==> src/rtl/proc_phase_sequencer.sv <==
// proc_phase_sequencer
// Single-clock phase/strobe sequencer for the multicycle MIPS core.
// Produces one-hot phase enables (fetch, regfile read, ALU/dmem,
// writeback/PC update) in place of per-unit derived clocks, plus a
// stretched core reset, run/halt/single-step control and saturating
// cycle/instruction counters.
//
// Optional build macro: PROC_PHASE_STALL_EN
//   When defined, adds parameter STALL_PHASE and input mem_stall. While the
//   sequencer sits in STALL_PHASE with mem_stall high, the phase holds and
//   its strobe repeats every cycle.
//
// Handshake/control semantics: run_en and halt_req are levels; step_req is
// edge-triggered (0->1 sampled on the clock) and only acted on in HALT;
// halt and stop requests are only honoured at an instruction boundary.
module proc_phase_sequencer #(
    parameter int NUM_PHASES = 4,
    parameter int PH_W       = 2,
    parameter int RESET_HOLD = 2,
    parameter int CYC_W      = 32
`ifdef PROC_PHASE_STALL_EN
    ,
    parameter int STALL_PHASE = 2
`endif
) (
    input  logic                  clock,
    input  logic                  reset,
    input  logic                  run_en,
    input  logic                  step_req,
    input  logic                  halt_req,
`ifdef PROC_PHASE_STALL_EN
    input  logic                  mem_stall,
`endif
    output logic [NUM_PHASES-1:0] phase_en,
    output logic [PH_W-1:0]       phase_idx,
    output logic                  instr_done,
    output logic                  core_reset,
    output logic                  halted,
    output logic [CYC_W-1:0]      cycle_count,
    output logic [CYC_W-1:0]      instr_count
);

    typedef enum logic [1:0] {
        ST_RESET = 2'd0,
        ST_RUN   = 2'd1,
        ST_HALT  = 2'd2,
        ST_STEP  = 2'd3
    } state_t;

    // Hold counter is wide enough to count up to RESET_HOLD.
    localparam int HOLD_W = $clog2(RESET_HOLD + 2);
    // RESET exits on the edge where the counter equals this value; a hold of
    // zero still needs one edge after reset drops.
    localparam logic [HOLD_W-1:0] HOLD_LAST =
        (RESET_HOLD == 0) ? '0 : HOLD_W'(RESET_HOLD - 1);
    localparam logic [PH_W-1:0]       LAST_PH   = PH_W'(NUM_PHASES - 1);
    localparam logic [NUM_PHASES-1:0] FIRST_STB = NUM_PHASES'(1);

    state_t            state;
    logic [HOLD_W-1:0] hold_cnt;
    logic              step_q;
    logic              step_edge;
    logic              stall_now;
    logic              at_boundary;

    assign step_edge   = step_req & ~step_q;
    assign at_boundary = (phase_idx == LAST_PH);

`ifdef PROC_PHASE_STALL_EN
    assign stall_now = mem_stall && (phase_idx == PH_W'(STALL_PHASE));
`else
    assign stall_now = 1'b0;
`endif

    // Sequencer FSM: state plus all registered control outputs.
    always_ff @(posedge clock) begin
        if (reset) begin
            state      <= ST_RESET;
            hold_cnt   <= '0;
            step_q     <= 1'b0;
            phase_en   <= '0;
            phase_idx  <= '0;
            instr_done <= 1'b0;
            core_reset <= 1'b1;
            halted     <= 1'b0;
        end else begin
            // Edge detector runs in every state; edges seen outside HALT are
            // simply consumed and never remembered.
            step_q <= step_req;
            case (state)
                ST_RESET: begin
                    if (hold_cnt == HOLD_LAST) begin
                        core_reset <= 1'b0;
                        phase_idx  <= '0;
                        instr_done <= 1'b0;
                        if (run_en && !halt_req) begin
                            state    <= ST_RUN;
                            phase_en <= FIRST_STB;
                            halted   <= 1'b0;
                        end else begin
                            state    <= ST_HALT;
                            phase_en <= '0;
                            halted   <= 1'b1;
                        end
                    end else begin
                        hold_cnt <= hold_cnt + 1'b1;
                    end
                end

                ST_RUN, ST_STEP: begin
                    if (stall_now) begin
                        // Memory stall: hold phase, strobe and done as they are.
                        state <= state;
                    end else if (at_boundary) begin
                        if (state == ST_STEP || halt_req || !run_en) begin
                            state      <= ST_HALT;
                            phase_en   <= '0;
                            phase_idx  <= '0;
                            instr_done <= 1'b0;
                            halted     <= 1'b1;
                        end else begin
                            phase_en   <= FIRST_STB;
                            phase_idx  <= '0;
                            instr_done <= 1'b0;
                        end
                    end else begin
                        phase_en   <= phase_en << 1;
                        phase_idx  <= phase_idx + 1'b1;
                        instr_done <= ((phase_idx + 1'b1) == LAST_PH);
                    end
                end

                ST_HALT: begin
                    // Run has priority; a step edge in the same cycle is lost.
                    if (run_en && !halt_req) begin
                        state      <= ST_RUN;
                        phase_en   <= FIRST_STB;
                        phase_idx  <= '0;
                        instr_done <= 1'b0;
                        halted     <= 1'b0;
                    end else if (step_edge && !halt_req) begin
                        state      <= ST_STEP;
                        phase_en   <= FIRST_STB;
                        phase_idx  <= '0;
                        instr_done <= 1'b0;
                        halted     <= 1'b0;
                    end else begin
                        phase_en   <= '0;
                        phase_idx  <= '0;
                        instr_done <= 1'b0;
                        halted     <= 1'b1;
                    end
                end

                default: begin
                    state      <= ST_RESET;
                    hold_cnt   <= '0;
                    phase_en   <= '0;
                    phase_idx  <= '0;
                    instr_done <= 1'b0;
                    core_reset <= 1'b1;
                    halted     <= 1'b0;
                end
            endcase
        end
    end

    // Saturating counters of active cycles and completed instructions.
    always_ff @(posedge clock) begin
        if (reset) begin
            cycle_count <= '0;
            instr_count <= '0;
        end else begin
            if ((phase_en != '0) && (cycle_count != '1)) begin
                cycle_count <= cycle_count + 1'b1;
            end
            if (instr_done && (instr_count != '1)) begin
                instr_count <= instr_count + 1'b1;
            end
        end
    end

endmodule

==> config.mk <==
export PLATFORM = sky130hd
export DESIGN_NAME = proc_phase_sequencer
export DESIGN_NICKNAME = d
export VERILOG_FILES = /design/src/rtl/proc_phase_sequencer.sv
export SDC_FILE = /design/constraint.sdc
export NUM_CORES = 1
export LEC_CHECK = 0
export CORE_UTILIZATION = 30
export CTS_BUF_LIST = sky130_fd_sc_hd__clkbuf_4 sky130_fd_sc_hd__clkbuf_8
export CTS_CLUSTER_DIAMETER = 60
export CTS_CLUSTER_SIZE = 30
export DETAILED_ROUTE_END_ITERATION = 10
export GPL_TIMING_DRIVEN = 1
export HOLD_SLACK_MARGIN = 0.02
export MAX_ROUTING_LAYER = met4
export PLACE_DENSITY = 0.63
export SYNTH_ARGS = -nofsm -noshare
export SYNTH_HDL_FRONTEND = slang
export SYNTH_SLANG_ARGS = --single-unit
==> constraint.sdc <==
create_clock -name clock -period 2.6 [get_ports clock]
set_clock_uncertainty 0.15 [all_clocks]
set_input_delay 0.39 -clock clock [delete_from_list [all_inputs] [get_ports clock]]
set_output_delay 0.39 -clock clock [all_outputs]
set_load 0.03 [all_outputs]
==> results of run 1 <==
-- stage by stage --
stage	hold slack (ns)	power [mW]	util, %	instances
after detailed placement	0.295	1.80	38.3	697
after global routing	0.346	3.13	40.4	713
after CTS	0.315	3.01	40.4	713
after floorplan	0.328	1.65	-	460
after global placement	0.292	1.79	38.3	697
final	0.306	2.97	40.4	713
-- power by group through the flow --
stage	registers (mW)	logic, mW	clock network [mW]
2_1_floorplan	1.38	0.263	0
3_3_place_gp	1.33	0.458	0
3_5_place_dp	1.33	0.463	0
4_1_cts	1.31	0.467	1.24
5_1_grt	1.32	0.515	1.30
6_report	1.31	0.467	1.20
-- placed cells by master, fill, tap and decap left out, drive strengths merged, types with 5 or more instances in the layout --
cell | netlist | layout
or4 | 14 | 14
a22oi | 5 | 5
or3 | 29 | 29
dfxtp | 78 | 78
clkdlybuf4s50 | 0 | 76
xnor2 | 13 | 13
and2 | 6 | 6
and4 | 10 | 10
o31ai | 13 | 13
clkbuf | 13 | 10
a21oi | 40 | 40
buf | 10 | 12
nand4 | 18 | 18
o21ai | 31 | 31
a311oi | 5 | 5
nand3 | 18 | 18
nor4 | 6 | 6
nand2 | 32 | 32
nor3 | 9 | 9
xor2 | 6 | 6
nor2b | 9 | 9
nor2 | 43 | 43
inv | 12 | 12
ha | 5 | 5
-- metal layers --
metal,track usage [%],vias up
met4,6.06,0
li1,-,1870
met1,20.7,1739
met2,24.6,76
met5,-,-
met3,3.82,13
-- final cells by class --
type                    count  area (um^2)  share of cell area (%)
inverters                  12         45.0                   0.883
clock inverters             6          134                    2.62
clock buffers              10          131                    2.57
multi-input cells         347         2160                    42.2
repair buffers             88          861                    16.9
well taps                 172          215                    4.22
flip-flops and latches     78         1560                    30.6
-- registers in the layout, summed over array words and instances (netlist names) --
register,flops
cycle_count,32
instr_count,32
phase_en,4
hold_cnt,2
phase_idx,2
state,2
core_reset,1
halted,1
instr_done,1
step_q,1
-- cell usage after synthesis (2+ instances only) --
master                      count  area [um^2]
sky130_fd_sc_hd__a211oi_1       3         22.5
sky130_fd_sc_hd__a21o_1         2         15.0
sky130_fd_sc_hd__a21oi_1       40          200
sky130_fd_sc_hd__a22oi_1        5         37.5
sky130_fd_sc_hd__a311oi_1       5         43.8
sky130_fd_sc_hd__a31oi_1        3         18.8
sky130_fd_sc_hd__and2_1         6         37.5
sky130_fd_sc_hd__and3_1         3         18.8
sky130_fd_sc_hd__and4_1        10         87.6
sky130_fd_sc_hd__buf_1          2         7.51
sky130_fd_sc_hd__buf_2          6         30.0
sky130_fd_sc_hd__buf_6          2         22.5
sky130_fd_sc_hd__clkbuf_1      13         48.8
sky130_fd_sc_hd__dfxtp_1       78         1560
sky130_fd_sc_hd__ha_1           5         62.6
sky130_fd_sc_hd__inv_1         12         45.0
sky130_fd_sc_hd__mux2_2         2         22.5
sky130_fd_sc_hd__mux2i_1        4         40.0
sky130_fd_sc_hd__nand2_1       32          120
sky130_fd_sc_hd__nand3_1       18         90.1
sky130_fd_sc_hd__nand4_1       16          100
sky130_fd_sc_hd__nand4_2        2         25.0
sky130_fd_sc_hd__nor2_1        43          161
sky130_fd_sc_hd__nor2b_1        9         56.3
sky130_fd_sc_hd__nor3_1         8         40.0
sky130_fd_sc_hd__nor4_1         6         37.5
sky130_fd_sc_hd__nor4b_1        3         26.3
sky130_fd_sc_hd__o2111ai_1      4         35.0
sky130_fd_sc_hd__o211ai_1       2         15.0
sky130_fd_sc_hd__o21ai_0       31          155
sky130_fd_sc_hd__o31ai_1       12         90.1
sky130_fd_sc_hd__or3_1         21          131
sky130_fd_sc_hd__or3_2          8         60.1
sky130_fd_sc_hd__or4_1         10         75.1
sky130_fd_sc_hd__or4_2          3         26.3
sky130_fd_sc_hd__xnor2_1       13          114
sky130_fd_sc_hd__xor2_1         6         52.6
-- logic make-up after synthesis --
family / count (synthesis)
simple gates: 206
compound gates: 110
flops: 78
buf+inv: 35
xor+xnor: 19
mux: 7
fa+ha+maj: 5
-- worst max-delay path, delay by kind of cell, from the launching register on --
| kind | cells | cell delay, ns |
|---|---|---|
| DFF | 1 | 0.43 |
| muxes | 1 | 0.36 |
| and+or+nand+nor | 4 | 1.29 |
-- worst min path at each step --
stage                start           to  slack [ns]
2_1_floorplan  hold_cnt[1]  hold_cnt[1]        0.33
3_3_place_gp    core_reset   core_reset        0.29
3_5_place_dp    core_reset   core_reset        0.30
4_1_cts         core_reset   core_reset        0.31
5_1_grt         core_reset   core_reset        0.35
6_report        core_reset   core_reset        0.31
==> impl_metrics.py, run 1 <==
metrics = {
    "place": {
        "dp_worst_setup_slack_ns": 0.295,
        "place.gp.congestion": 0.802,
        "placement.io_buffers": 77,
        "area_after_dpl_mm2": 0.00484,
        "hpwlAfterDp_um": 7140,
    },
    "power_and_ir_drop": {
        "p_int_mw": 2.19,
        "power_per_cell_area_mw_per_mm2": 582,
        "sequentialPowerShare_pct": 44.0,
        "combinationalPowerShare_pct": 15.7,
        "p_sw_share_pct": 26.4,
        "cellLeakagePower_nw": 1.62,
        "irDropWorstVdd_mv": 0.409,
        "switchingPower_uw": 786,
        "power.share.clock_pct": 40.3,
    },
    "die": {
        "design.portCount": 78,
        "core_rows": 41,
        "die_height_um": 116,
        "dieArea_mm2": 0.0134,
        "start_util_pct": 30.7,
        "fp.dieW_um": 116,
        "core_region_area_mm2": 0.0126,
    },
    "timing": {
        "period_utilisation_layout_pct": 89.5,
        "post-route-min-period_ns": 2.33,
        "max_freq_ghz": 0.430,
        "timing.setup.tns_ns": 0,
        "timing_worst_slew_pin_value_ns": 0.980,
        "finalMaxSlewViolations": 0,
        "max-slew-margin-rel_pct": 34.7,
        "post-route-worst-setup-slack_ns": 0.274,
        "report.final.setup_viol": 0,
        "rsz0062_at_grt": "no",
        "hold_viol": 0,
    },
    "cts": {
        "cts_h_tree_depth": 3,
        "clk_pin_slew_worst_paths_ns": 0.08,
        "cts_root_buffer": "sky130_fd_sc_hd__clkbuf_8",
        "cts_resized": 0,
        "clock-sinks": 78,
        "cts_buffers": 9,
        "maximum_clock_insertion_buffer_count": 2,
        "ctsHoldBuffers": 0,
        "cts_tree": "done",
        "post_cts_buffers": 0,
        "worstSkewPairLatency_ns": 0.37,
    },
    "setup_path": {
        "timing.critical_path.slowest_stage_cell": "sky130_fd_sc_hd__nor4b_2",
        "critical_path_class": "reg -> reg",
        "crit_path_end_kind": "flop",
        "timing.critical_path.fanout_max": 7,
        "max_stage_delay_ns": 0.50,
        "r2r_cells": 5,
        "r2r-end": "cycle_count[23]",
        "timing.critical_path.to": "cycle_count[23]",
        "critPathArrivalTime_ns": 2.44,
        "r2r_slack_ns": 0.27,
        "critical_path_origin": "cycle_count[3]",
        "timing.critical_path.from_type": "flop",
        "timing.rr.start": "cycle_count[3]",
        "critical_path.cell_chain": "nand4_1, nor4b_2, nand2_1, nor4_1, mux2_2",
        "worst_ep_required_ns": 2.71,
    },
    "route": {
        "avgRoutedWirePerCell_um": 13.9,
        "wirelength_um": 9890,
        "drc_violation_count_after_routing": 0,
        "average_via_count_per_standard_cell": 5.19,
        "detail-route-antenna-nets": 0,
        "drt_pass1_iterations": 4,
        "route.vias.total": 3698,
        "met3WireLength_um": 363,
        "wl_met1_um": 4840,
        "drt_iter0_drc": 195,
        "wl_met2_um": 4520,
        "top_signal_layer_used": "met4",
    },
    "synth": {
        "synth_area_mm2": 0.00387,
        "asyncSetResetFlopFracSynth_pct": 0,
        "post_synth_adder_cell_area_pct": 1.62,
        "post_synth_and_or_nand_nor_area_fraction_pct": 30.3,
        "combinational_family_with_the_most_area_after_synthesis": "simple AND/OR/NAND/NOR gates",
        "synth_fp_nets": 470,
        "synth_enable_flop_cells": 0,
        "synth.mux.area_fraction_pct": 1.91,
        "synth.avg_cell_area_um2": 8.42,
        "synth_xor_area_share_pct": 4.30,
        "ys_ff_latch": 78,
        "synth_compound_area_share_pct": 17.6,
        "synth.distinct_cells": 49,
        "postSynth.topFlopCell": "sky130_fd_sc_hd__dfxtp_1",
        "synth-seq-area-share_pct": 40.3,
        "synth-warning-count": 0,
        "netlist_instances": 460,
    },
    "global_route": {
        "vias_in_the_first_global_route": 3404,
        "grt_overflow_total": 0,
        "grt_max_degree": 49,
        "first_pass_grt_wire_length_um": 16400,
        "groute.usage.overall_pct": 16.1,
        "number_of_antenna_violations_at_the_first_check_in_global_routing": 0,
    },
    "status": {
        "status": "finished clean",
    },
    "finish": {
        "drive_gt1_share_pct": 9.24,
        "fillerInstances": 1298,
        "antenna-diode-count": 0,
        "layout.nets": 546,
        "non_filler_cell_area_final_mm2": 0.00510,
        "area.growth.synth_to_final_pct": 31.8,
    },
    "flow_run": {
        "max-cap-violations": 0,
    },
    "min_path": {
        "hold_path_cell_cnt": 1,
        "hp-class": "reg -> reg",
    },
}
No activity file was read; power rests on OpenSTA's default activity.
==> run 2: changes to the inputs <==
--- a/config.mk
+++ b/config.mk
@@ -6,4 +6,5 @@
 export NUM_CORES = 1
 export LEC_CHECK = 0
+export ABC_AREA = 1
 export CORE_UTILIZATION = 30
 export CTS_BUF_LIST = sky130_fd_sc_hd__clkbuf_4 sky130_fd_sc_hd__clkbuf_8
@@ -14,5 +15,5 @@
 export HOLD_SLACK_MARGIN = 0.02
 export MAX_ROUTING_LAYER = met4
-export PLACE_DENSITY = 0.63
+export PLACE_DENSITY = 0.62
 export SYNTH_ARGS = -nofsm -noshare
 export SYNTH_HDL_FRONTEND = slang
--- a/constraint.sdc
+++ b/constraint.sdc
@@ -3,3 +3,3 @@
 set_input_delay 0.39 -clock clock [delete_from_list [all_inputs] [get_ports clock]]
 set_output_delay 0.39 -clock clock [all_outputs]
-set_load 0.03 [all_outputs]
+set_load 0.05 [all_outputs]
==> run 2 against run 1 <==
Net effect:
- largest cell class unchanged
- clock-buffer cell count increased by 1
- flip-flop and latch count unchanged
- synthesized cell count rose by 69%
- core utilization shrank 1.8 points
- critical endpoint is now instr_count[2]
- clock power is 16% lower
- via count is 29% higher
- first-iteration DRC count grew 89%
- power increased by 5.2%
- setup slack better by 0.034 ns
- routed wire length up 31%
- cell count up 50%
- global-route usage grew 1.3 points
==> impl_metrics.py, run 2 <==
metrics = {
    "flow_run": {
        "max-cap-violations": 0,
    },
    "finish": {
        "multi_input_area_mm2": 0.00283,
        "fillerInstances": 1685,
        "layout.cells.most_common": "sky130_fd_sc_hd__nand2_1",
        "post_layout_nonfiller_instances": 1066,
        "area_taken_by_flip_flops_and_latches_mm2": 0.00156,
        "area.growth.synth_to_final_pct": 24.1,
        "drive_gt1_share_pct": 7.25,
        "layout_common_cells": "287 x sky130_fd_sc_hd__nand2_1, 136 x sky130_fd_sc_hd__nor2_1, 78 x sky130_fd_sc_hd__dfxtp_1",
        "layout.nets": 861,
        "antenna-diode-count": 0,
        "biggestRegsByFlops": "cycle_count: 32 flops, instr_count: 32 flops, phase_en: 4 flops",
    },
    "timing": {
        "post-route-min-period_ns": 2.29,
        "period_utilisation_layout_pct": 88.1,
        "report.final.setup_viol": 0,
        "post-route-worst-setup-slack_ns": 0.308,
        "max-slew-margin-rel_pct": 49.8,
        "max_freq_ghz": 0.436,
        "final_hold_slack_ns": 0.309,
        "finalMaxSlewViolations": 0,
        "rsz0062_at_grt": "no",
        "timing.setup.tns_ns": 0,
        "timing_worst_slew_pin_value_ns": 0.753,
        "hold_viol": 0,
    },
    "global_route": {
        "vias_in_the_first_global_route": 4484,
        "grt_overflow_total": 0,
        "first_pass_grt_wire_length_um": 21900,
        "grt_max_degree": 54,
        "groute.usage.overall_pct": 17.4,
        "number_of_antenna_violations_at_the_first_check_in_global_routing": 0,
    },
    "cts": {
        "cts_h_tree_depth": 3,
        "cts_root_buffer": "sky130_fd_sc_hd__clkbuf_8",
        "ctsHoldBuffers": 0,
        "clk_pin_slew_worst_paths_ns": 0.08,
        "post_cts_buffers": 0,
        "cts_buffers": 9,
        "worstSkewPairLatency_ns": 0.38,
        "cts_tree": "done",
        "cts_resized": 0,
        "clock-sinks": 78,
        "maximum_clock_insertion_buffer_count": 2,
    },
    "place": {
        "dp_cells": 1051,
        "placement.io_buffers": 77,
        "dp_worst_setup_slack_ns": 0.360,
        "hpwlAfterDp_um": 9650,
        "place.gp.congestion": 0.943,
    },
    "route": {
        "drt_pass1_iterations": 4,
        "top_signal_layer_used": "met4",
        "wirelength_um": 13000,
        "wl_met1_um": 6120,
        "route.vias.total": 4787,
        "drt_iter0_drc": 368,
        "wl_met2_um": 5910,
        "avgRoutedWirePerCell_um": 12.2,
        "detail-route-antenna-nets": 0,
        "drc_violation_count_after_routing": 0,
        "average_via_count_per_standard_cell": 4.49,
        "met3WireLength_um": 769,
    },
    "synth": {
        "synth.avg_cell_area_um2": 6.15,
        "combinational_family_with_the_most_area_after_synthesis": "simple AND/OR/NAND/NOR gates",
        "synth.distinct_cells": 28,
        "synthMostInstantiatedCell": "sky130_fd_sc_hd__nand2_1",
        "synth_compound_area_share_pct": 8.32,
        "synth_top_cells_by_count": "287 x sky130_fd_sc_hd__nand2_1, 136 x sky130_fd_sc_hd__nor2_1, 78 x sky130_fd_sc_hd__dfxtp_1",
        "synth-warning-count": 0,
        "synthDominantCellAreaShare_pct": 32.7,
        "synth_area_mm2": 0.00478,
        "synth-seq-area-share_pct": 32.7,
        "synthDominantAreaCellType": "sky130_fd_sc_hd__dfxtp_1",
        "post_synth_and_or_nand_nor_area_fraction_pct": 44.2,
        "post_synth_adder_cell_area_pct": 1.31,
        "synth_enable_flop_cells": 0,
        "ys_ff_latch": 78,
        "asyncSetResetFlopFracSynth_pct": 0,
        "postSynth.topFlopCell": "sky130_fd_sc_hd__dfxtp_1",
        "synth_area_leaders": "sky130_fd_sc_hd__dfxtp_1 33%, sky130_fd_sc_hd__nand2_1 23%, sky130_fd_sc_hd__nor2_1 11%",
        "synth.mux.area_fraction_pct": 0,
        "synth_xor_area_share_pct": 5.31,
        "synth_fp_nets": 787,
        "netlist_instances": 777,
    },
    "die": {
        "start_util_pct": 31.1,
        "core_rows": 45,
        "die_height_um": 128,
        "design.portCount": 78,
        "dieArea_mm2": 0.0164,
        "fp.dieW_um": 128,
        "core_region_area_mm2": 0.0154,
    },
    "power_and_ir_drop": {
        "power_per_cell_area_mw_per_mm2": 527,
        "irDropWorstVdd_mv": 0.271,
        "cellLeakagePower_nw": 2.02,
    },
    "setup_path": {
        "worst_ep_required_ns": 2.06,
        "timing.critical_path.from_type": "flop",
        "critPathArrivalTime_ns": 1.75,
        "timing.rr.start": "instr_count[0]",
        "timing.critical_path.fanout_max": 7,
        "timing.critical_path.slowest_stage_cell": "sky130_fd_sc_hd__clkdlybuf4s50_1",
        "critical_path_class": "reg -> out",
        "critical_path.top_delay_family": "buffers and inverters",
        "critical_path_origin": "instr_count[2]",
        "crit_path_end_kind": "output port",
        "critical_path.cell_chain": "clkdlybuf4s50_1",
        "max_stage_delay_ns": 0.87,
        "critical_path.n_buffers_inverters": 1,
    },
    "min_path": {
        "hp-class": "reg -> reg",
        "timing.hold.worst.start": "core_reset",
    },
    "status": {
        "status": "finished clean",
    },
}
run 2: cells by family after synthesis:
kind of cell | count (synthesis)
buf+inv | 90
fa+ha+maj | 5
compound gates | 71
flops | 78
simple gates | 504
xor+xnor | 29
run 2: power breakdown:
group	total, mW	leakage (nW)	internal, mW	switching, mW
sequential	1.33	0.630	1.26	0.0605
combinational	0.790	1.28	0.229	0.561
clock	1.01	0.106	0.555	0.457
run 2: metal layers:
| layer | track usage, % | vias up |
|---|---|---|
| li1 | - | 2558 |
| met1 | 21.5 | 2112 |
| met2 | 27.9 | 109 |
| met3 | 4.26 | 8 |
| met4 | 5.33 | 0 |
| met5 | - | - |
run 2: path summary, 6_finish.rpt:
path | endpoint | slack (ns) | cells past startpoint
worst max-delay path | instr_count[2] | 0.31 | 1
worst min-delay path | core_reset | 0.31 | 2
worst max register to register | instr_count[15] | 0.35 | 10
worst min register to register | core_reset | 0.31 | 2
run 2: stage by stage:
| stage | area, um^2 | util (%) | power (mW) |
|---|---|---|---|
| after global placement | 5720 | 37.2 | 2.15 |
| after detailed placement | 5720 | 37.2 | 2.16 |
| after global routing | 5930 | 38.6 | 3.31 |
| after CTS | 5930 | 38.6 | 3.18 |
| after floorplan | 4780 | - | 1.98 |
| final | 5930 | 38.6 | 3.13 |
run 2: cell type report:
cell class              count  share of cell area [%]
flip-flops and latches     78                    26.3
clock buffers              11                    2.34
well taps                 211                    4.45
repair buffers             82                    13.5
inverters                  71                    4.49
multi-input cells         609                    47.6
clock inverters             4                    1.22
run 2: worst reg2reg max path: cells and delay by family (launching register included):
kind	cells	cell delay (ns)
adders and majority gates	1	0.29
AOI/OAI and AO/OA	1	0.06
DFF	1	0.43
buffers and inverters	1	0.21
and+or+nand+nor	7	0.97
